File: src/rtl/pipe_ctrl_pkg.sv
// Shared encodings for the pipeline hazard controller: register-number width,
// controller states and the bundle of pipeline-register controls.
package pipe_ctrl_pkg;

  localparam int unsigned REG_W     = 5;
  localparam int unsigned STATE_W   = 2;
  localparam int unsigned MUL_CNT_W = 4;

  typedef enum logic [STATE_W-1:0] {
    ST_RUN      = 2'd0,
    ST_MEM_WAIT = 2'd1,
    ST_MUL_BUSY = 2'd2
  } state_e;

  typedef struct packed {
    logic pc_en;
    logic ifid_en;
    logic idex_en;
    logic exmem_en;
    logic memwb_en;
    logic ifid_flush;
    logic idex_flush;
    logic exmem_bubble;
  } ctrl_t;

  localparam ctrl_t CTRL_NORMAL = '{pc_en: 1'b1, ifid_en: 1'b1, idex_en: 1'b1,
                                    exmem_en: 1'b1, memwb_en: 1'b1, ifid_flush: 1'b0,
                                    idex_flush: 1'b0, exmem_bubble: 1'b0};
  localparam ctrl_t CTRL_FREEZE = '{pc_en: 1'b0, ifid_en: 1'b0, idex_en: 1'b0,
                                    exmem_en: 1'b0, memwb_en: 1'b0, ifid_flush: 1'b0,
                                    idex_flush: 1'b0, exmem_bubble: 1'b0};
  localparam ctrl_t CTRL_MUL    = '{pc_en: 1'b0, ifid_en: 1'b0, idex_en: 1'b0,
                                    exmem_en: 1'b1, memwb_en: 1'b1, ifid_flush: 1'b0,
                                    idex_flush: 1'b0, exmem_bubble: 1'b1};
  localparam ctrl_t CTRL_BRANCH = '{pc_en: 1'b1, ifid_en: 1'b1, idex_en: 1'b1,
                                    exmem_en: 1'b1, memwb_en: 1'b1, ifid_flush: 1'b1,
                                    idex_flush: 1'b1, exmem_bubble: 1'b0};
  localparam ctrl_t CTRL_LD_USE = '{pc_en: 1'b0, ifid_en: 1'b0, idex_en: 1'b1,
                                    exmem_en: 1'b1, memwb_en: 1'b1, ifid_flush: 1'b0,
                                    idex_flush: 1'b1, exmem_bubble: 1'b0};

endpackage

File: src/rtl/pipe_load_use_det.sv
// Load-use hazard detect: a load in EX writes a nonzero register read by ID.
module pipe_load_use_det
  import pipe_ctrl_pkg::*;
(
  input  logic             ex_mem_read,
  input  logic [REG_W-1:0] ex_wn,
  input  logic [REG_W-1:0] id_rs,
  input  logic [REG_W-1:0] id_rt,
  output logic             load_use_c
);

  assign load_use_c = ex_mem_read && (ex_wn != '0) && ((ex_wn == id_rs) || (ex_wn == id_rt));

endmodule

File: src/rtl/pipe_hazard_ctrl.sv
// Pipeline stall/flush controller for memory waits, multi-cycle multiply, taken
// branches and load-use hazards. Define PIPE_STALL_CNT_EN to add the stall_cycles counter.
module pipe_hazard_ctrl
  import pipe_ctrl_pkg::*;
#(
  parameter int unsigned MUL_LAT = 4
) (
  input  logic               clk,
  input  logic               rst,
  input  logic [REG_W-1:0]   id_rs,
  input  logic [REG_W-1:0]   id_rt,
  input  logic [REG_W-1:0]   ex_wn,
  input  logic               ex_mem_read,
  input  logic               ex_mul_start,
  input  logic               branch_taken,
  input  logic               mem_req,
  input  logic               dmem_ready,
  output logic               pc_en,
  output logic               ifid_en,
  output logic               idex_en,
  output logic               exmem_en,
  output logic               memwb_en,
  output logic               ifid_flush,
  output logic               idex_flush,
  output logic               exmem_bubble,
  output logic [STATE_W-1:0] state
`ifdef PIPE_STALL_CNT_EN
  ,
  output logic [31:0]        stall_cycles
`endif
);

  typedef enum logic [2:0] {
    ACT_RST, ACT_MEM, ACT_MUL_START, ACT_MUL_HOLD, ACT_BRANCH, ACT_LD_USE, ACT_NORMAL
  } act_e;

  state_e                 state_q;
  logic [MUL_CNT_W-1:0]   mul_cnt_q;
  logic                   load_use;
  logic                   mem_stall;
  act_e                   act;
  ctrl_t                  ctrl;

  pipe_load_use_det u_load_use_det (
    .ex_mem_read (ex_mem_read),
    .ex_wn       (ex_wn),
    .id_rs       (id_rs),
    .id_rt       (id_rt),
    .load_use_c  (load_use)
  );

  assign mem_stall = mem_req && !dmem_ready;

  // Resolve this cycle's action by priority; MEM_WAIT once ready, an expired
  // multiply and the unused encoding all fall through to RUN behaviour.
  always_comb begin
    act = ACT_NORMAL;
    if (rst)                                               act = ACT_RST;
    else if (mem_stall)                                    act = ACT_MEM;
    else if ((state_q == ST_MUL_BUSY) && (mul_cnt_q != '0)) act = ACT_MUL_HOLD;
    else if (ex_mul_start)                                 act = ACT_MUL_START;
    else if (branch_taken)                                 act = ACT_BRANCH;
    else if (load_use)                                     act = ACT_LD_USE;
  end

  always_comb begin
    ctrl = CTRL_NORMAL;
    case (act)
      ACT_MEM:                     ctrl = CTRL_FREEZE;
      ACT_MUL_START, ACT_MUL_HOLD: ctrl = CTRL_MUL;
      ACT_BRANCH:                  ctrl = CTRL_BRANCH;
      ACT_LD_USE:                  ctrl = CTRL_LD_USE;
      default:                     ctrl = CTRL_NORMAL;
    endcase
  end

  // A memory stall during a multiply freezes state and count so the stall resumes.
  always_ff @(posedge clk) begin
    if (rst) begin
      state_q   <= ST_RUN;
      mul_cnt_q <= '0;
    end else begin
      case (act)
        ACT_MEM: begin
          if (state_q != ST_MUL_BUSY) state_q <= ST_MEM_WAIT;
        end
        ACT_MUL_START: begin
          state_q   <= ST_MUL_BUSY;
          mul_cnt_q <= MUL_CNT_W'(MUL_LAT - 1);
        end
        ACT_MUL_HOLD: begin
          mul_cnt_q <= mul_cnt_q - MUL_CNT_W'(1);
        end
        default: begin
          state_q   <= ST_RUN;
          mul_cnt_q <= '0;
        end
      endcase
    end
  end

`ifdef PIPE_STALL_CNT_EN
  always_ff @(posedge clk) begin
    if (rst)                                  stall_cycles <= '0;
    else if (!ctrl.pc_en && (stall_cycles != '1)) stall_cycles <= stall_cycles + 32'd1;
  end
`endif

  assign pc_en        = ctrl.pc_en;
  assign ifid_en      = ctrl.ifid_en;
  assign idex_en      = ctrl.idex_en;
  assign exmem_en     = ctrl.exmem_en;
  assign memwb_en     = ctrl.memwb_en;
  assign ifid_flush   = ctrl.ifid_flush;
  assign idex_flush   = ctrl.idex_flush;
  assign exmem_bubble = ctrl.exmem_bubble;
  assign state        = state_q;

endmodule

File: config.mk
export PLATFORM = sky130hd
export DESIGN_NAME = pipe_hazard_ctrl
export DESIGN_NICKNAME = d
export VERILOG_FILES = /design/src/rtl/pipe_ctrl_pkg.sv /design/src/rtl/pipe_load_use_det.sv /design/src/rtl/pipe_hazard_ctrl.sv
export SDC_FILE = /design/constraint.sdc
export NUM_CORES = 1
export LEC_CHECK = 0
export ABC_AREA = 1
export ABC_CLOCK_PERIOD_IN_PS = 1900
export CORE_MARGIN = 2
export CORE_UTILIZATION = 41
export CTS_BUF_LIST = sky130_fd_sc_hd__clkbuf_4
export DETAILED_ROUTE_END_ITERATION = 10
export PLACE_DENSITY = 0.82
export SLEW_MARGIN = 10
export SYNTH_ARGS = -nofsm -noshare
export SYNTH_HDL_FRONTEND = slang
export SYNTH_SLANG_ARGS = --single-unit
File: constraint.sdc
create_clock -name clk -period 1.9 [get_ports clk]
set_input_delay 0.38 -clock clk [delete_from_list [all_inputs] [get_ports clk]]
set_output_delay 0.38 -clock clk [all_outputs]
set_load 0.005 [all_outputs]
### Word-level counts from Yosys, hierarchy flattened

Cells that the tools add are included.

* flip-flop bits (word level): 6
* input bits: 22
* output and inout port bits: 10
* word-level logic and storage cells: 34

* add/sub/neg operators: 1
* equal/unequal tests: 10
* muxes and demuxes: 10
* bitwise operators: 1
* reductions and logical operators: 10

Operators by type and width (count)
* $pmux W8 S4: 1
* $mux W3: 4
* $pmux W4 S3: 1
* $eq A5 B5 Y1: 2
* $eq A3 B2 Y1 const B: 2
* $eq A3 B3 Y1 const B: 2
* $mux W2: 3
* $pmux W2 S3: 1
* $reduce_bool A5 Y1: 1
* $logic_and A1 B1 Y1: 4
* $ne A2 B2 Y1 const B: 2
* $reduce_bool A4 Y1: 1
* $sub A4 B1 Y4 const B: 1
* $eq A3 B1 Y1 const B: 1
* $eq A2 B2 Y1 const B: 1
* $reduce_and A2 Y1: 1
* $reduce_or A2 Y1: 1
* $logic_not A1 Y1: 1
* $logic_or A1 B1 Y1: 1
* $not A1 Y1: 1

### Depth between registers and ports, before layout

* depth after elaboration: 12
* gate-level depth with buffers: 12
* gate-level depth less buffers: 12

### Hierarchy

A second synthesis with hierarchy kept.

* cells, all modules: 114
* area total of the unflattened synthesis: 693.2 sq um

By module, submodules not included
* pipe_hazard_ctrl: instances 1, cells an instance 69, area each 498.0 sq um, sequential area each 120.1 sq um
* pipe_load_use_det: instances 1, cells an instance 45, area each 195.2 sq um, sequential area each 0.0 sq um

### Least setup slack after synthesis

No wires, ideal clock.

* kind: register -> output
* from: register mul_cnt_q[0]
* to: output port pc_en
* data arrival time: 1356 ps
* required time: 1520 ps
* setup slack: 164 ps
* stages on the path, launching flop included: 10
* buffers on the path: 1
* path through: dfxtp_1 -> inv_1 -> ha_1 -> a21oi_1 -> nor2_1 -> nor2_1 -> nor2_1 -> o21ai_1 -> inv_1 -> buf_4

* word-level cells in the longest chain between the ends: 8
* elaborated cells on any way between the ends: 12
* those cells by class: 5 x eq/ne; 4 x mux; 3 x reduce/logical

Ends and longest elaborated chain
* start: declaration: line pipe_hazard_ctrl.sv:38 `logic [MUL_CNT_W-1:0] mul_cnt_q;`
* start signal: assignment: line pipe_hazard_ctrl.sv:89 `mul_cnt_q <= MUL_CNT_W'(MUL_LAT - 1);`
* start signal: assignment: line pipe_hazard_ctrl.sv:92 `mul_cnt_q <= mul_cnt_q - MUL_CNT_W'(1);`
* $reduce_bool A4 Y1 (*): line pipe_hazard_ctrl.sv:60 `else if ((state_q == ST_MUL_BUSY) && (mul_cnt_q != '0)) act = ACT_MUL_HOLD;`
* $logic_and A1 B1 Y1 (*): line pipe_hazard_ctrl.sv:60
* $mux W3 (*): line pipe_hazard_ctrl.sv:60
* $mux W3 (*): line pipe_hazard_ctrl.sv:59 `else if (mem_stall) act = ACT_MEM;`
* $mux W3 (*): line pipe_hazard_ctrl.sv:58 `if (rst) act = ACT_RST;`
* $eq A3 B2 Y1: line pipe_hazard_ctrl.sv:68 `case (act)`
* $reduce_or A2 Y1: line pipe_hazard_ctrl.sv:68
* $pmux W8 S4 (*): line pipe_hazard_ctrl.sv:68
* end: declaration: line pipe_hazard_ctrl.sv:18 `output logic pc_en,`

Every way passes the cells marked *; elsewhere a longest branch is shown, timed or not.

### Final worst setup path

* from: input port id_rt[1]
* to: output port pc_en

* word-level cells in the longest chain between the ends: 12
* elaborated cells on any way between the ends: 16
* those cells by class: 6 x eq/ne; 7 x mux; 3 x reduce/logical

Ends and longest elaborated chain
* start: declaration: line pipe_hazard_ctrl.sv:11 `input logic [REG_W-1:0] id_rt,`
* $eq A5 B5 Y1 (*): line pipe_load_use_det.sv:12 `assign load_use_c = ex_mem_read && (ex_wn != '0) && ((ex_wn == id_rs) || (ex_wn == id_rt));`
* $logic_or A1 B1 Y1 (*): line pipe_load_use_det.sv:12
* $logic_and A1 B1 Y1 (*): line pipe_load_use_det.sv:12
* $mux W2 (*): line pipe_hazard_ctrl.sv:63 `else if (load_use) act = ACT_LD_USE;`
* $mux W2 (*): line pipe_hazard_ctrl.sv:62 `else if (branch_taken) act = ACT_BRANCH;`
* $mux W3 (*): line pipe_hazard_ctrl.sv:61 `else if (ex_mul_start) act = ACT_MUL_START;`
* $mux W3 (*): line pipe_hazard_ctrl.sv:60
* $mux W3 (*): line pipe_hazard_ctrl.sv:59
* $mux W3 (*): line pipe_hazard_ctrl.sv:58
* $eq A3 B2 Y1: line pipe_hazard_ctrl.sv:68
* $reduce_or A2 Y1: line pipe_hazard_ctrl.sv:68
* $pmux W8 S4 (*): line pipe_hazard_ctrl.sv:68

Marks and branches as above.

==> impl_metrics.tcl <==
set metrics [dict create \
    status "complete, but fails checks" \
    violations "negative setup slack" \
    vias 962 \
    antenna_found_initial 0 \
    overflow 0 \
    syn-cell-area_sq_um 644 \
    dr.first_iter.drc_count 23 \
    relSlewSlack 0.848 \
    grt_first_pass_wirelength_mm 3.24 \
    wl_met2_mm 1.48 \
    cts_hold_buf 0 \
    clkSinkCount 6 \
    r2r_cells 11 \
    synth.distinct_cells 21 \
    synth_nets 134 \
    async_reset_ff_frac 0 \
    rsz0062_at_grt "yes" \
    seqCellArea_sq_um 123 \
    gp_congestion 0.791 \
    clk_pin_slew_ns 0.05 \
    power.leakage_nw 0.690 \
    wl_met1_mm 1.08 \
    netlist_instances 110 \
    fillers 73 \
    core_area_sq_mm 0.00149 \
    place_area_sq_mm 0.00109 \
    grt_max_degree 7 \
    synth_seq_area_share 0.186 \
    power_mw 0.608 \
    drive_gt1_frac 0.559 \
    die_h_um 43.6 \
    synth_edf_count 0 \
    root_buffer "clkbuf_4" \
    top_layer_used "met4" \
    worstHoldPathType "flip-flop to flip-flop" \
    final.setup.worst_slack_ns -0.0537 \
    synth_seq_cells 6 \
    cp_max_fo 2 \
    clockBufferDepth 2 \
    nets 196 \
    grt_use_total 0.228 \
    worstSetupPathType "primary input to primary output" \
    fmax_mhz 512 \
    finalCriticalPeriod_ns 1.95 \
    cp-start-kind "primary input" \
    die_area_sq_mm 0.00190 \
    whs_path_depth 2 \
    htreeDepth 1 \
    ys.flop_type "dfxtp_1" \
    multiInputGateArea_sq_um 556 \
    antenna_left 0 \
    die_w_um 43.6 \
    via_per_inst 5.17 \
    synth_area_leaders "dfxtp_1 19%, nand2_1 16%, inv_1 12%, nor2_1 9.9%, nand3_1 7.0%" \
    ir_drop_mv 0.488 \
    met3_length_um 146 \
    yosysMostFrequentCell "nand2_1" \
    maxCapViolations 0 \
    worst_ep_arrival_time_ns 1.57 \
    cp_data_required_time_ns 1.52 \
    clkLatencyLatePin_ns 0.26 \
    powerDensity_mw_per_mm2 474 \
    grt_pass1_vias 829 \
    rows 14 \
    start_util 0.433 \
    portBuffers 31 \
    clock_skew_ns 0.0137 \
    numCtsBuffers 3 \
    setup_viol 6 \
    min_period_over_period 1.03 \
    num_io_pins 32 \
    maxSlewViolCount 0 \
    tightest_slew_ns 0.226 \
    synth_top_area_share 0.186 \
    wirelength_mm 2.87 \
    cts_tree "built" \
    dr.pass1.iters 4 \
    routedWlPerCell_um 15.4 \
    synth.avg_cell_area_sq_um 5.86 \
    hpwl_mm 1.46 \
    yosysTopAreaCell "dfxtp_1" \
    endpoint_kind "primary output" \
    final_area_sq_mm 0.00128 \
    area_growth_pct 99.0 \
    synth_top_cells_by_count "28 x nand2_1, 20 x inv_1, 17 x nor2_1" \
    hold_violations 0 \
    post-route-drc-count 0 \
    yosys_warnings 0 \
    diodes 0 \
]
final timing paths:
kind	slack, ns	startpoint	endpoint
setup reg to reg	0.11	mul_cnt_q[1]	state[0]
hold reg to reg	0.56	state[1]	state[1]
hold / removal	0.56	state[1]	state[1]
setup / recovery	-0.05	id_rt[1]	pc_en
routing by layer:
layer / vias up / track usage
li1: 451 / -
met1: 436 / 0.234
met2: 56 / 0.415
met3: 19 / 0.0542
met4: 0 / 0.133
met5: - / 0
cell usage in the layout (no fill, tap or decap), types with 5 or more instances in the layout:
| cell type | instances |
|---|---|
| buf_4 | 30 |
| nor2_2 | 9 |
| nand2_2 | 6 |
| buf_2 | 5 |
| inv_2 | 7 |
| nand2_1 | 23 |
| dlygate4sd2_1 | 6 |
| clkbuf_2 | 6 |
| nand3_1 | 6 |
| nor2_1 | 5 |
| inv_1 | 16 |
per-stage QoR:
stage,setup slack (ns),TNS (ns),utilization,instances,hold WS [ns]
global route,-0.144,-1.04,0.861,186,0.575
CTS,-0.00945,-0.0262,0.789,183,0.524
finish,-0.0537,-0.197,0.861,186,0.562
floorplan,0.164,0,-,110,0.466
global placement,-0.646,-4.09,0.730,172,0.505
detailed placement,-0.709,-4.51,0.730,172,0.514
where the power goes:
part	internal (mW)	switching, mW	leakage (nW)
clock network	0.0717	0.0497	0.0138
registers	0.139	0.00834	0.0499
logic	0.165	0.173	0.627
total	0.377	0.231	0.690
registers in the layout, indices dropped and copies added (netlist names):
signal	flops
state	2
mul_cnt_q	4
logic make-up after synthesis:
family / after synthesis / share of synthesized area
simple gates: 64 / 0.450
buf+inv: 27 / 0.169
compound gates: 7 / 0.101
flops: 6 / 0.186
fa+ha+maj: 2 / 0.0388
xor+xnor: 4 / 0.0544
worst max-delay path: stages:
cell and delay (ns):
clkbuf_2 0.10, inv_1 0.04, nand2_1 0.06, nand2_1 0.06
nor2_1 0.12, nand3_1 0.15, nand2_2 0.15, nand3_4 0.10
nand2_4 0.10, nand2_4 0.05, o21ai_2 0.10, inv_1 0.06
buf_2 0.12
final cells by class:
cell class / count / area share
Clock buffer: 3 / 0.0176
Inverter: 25 / 0.0751
Multi-Input combinational cell: 77 / 0.433
Sequential cell: 6 / 0.0956
Tap cell: 16 / 0.0156
Timing Repair Buffer: 59 / 0.363
what timing repair did:
action                     CTS  global route
setup endpoints to repair    8            12
pin swaps                   23            23
setup buffers                8             4
resized for setup           69            59
No activity file was read; power rests on OpenSTA's default activity.
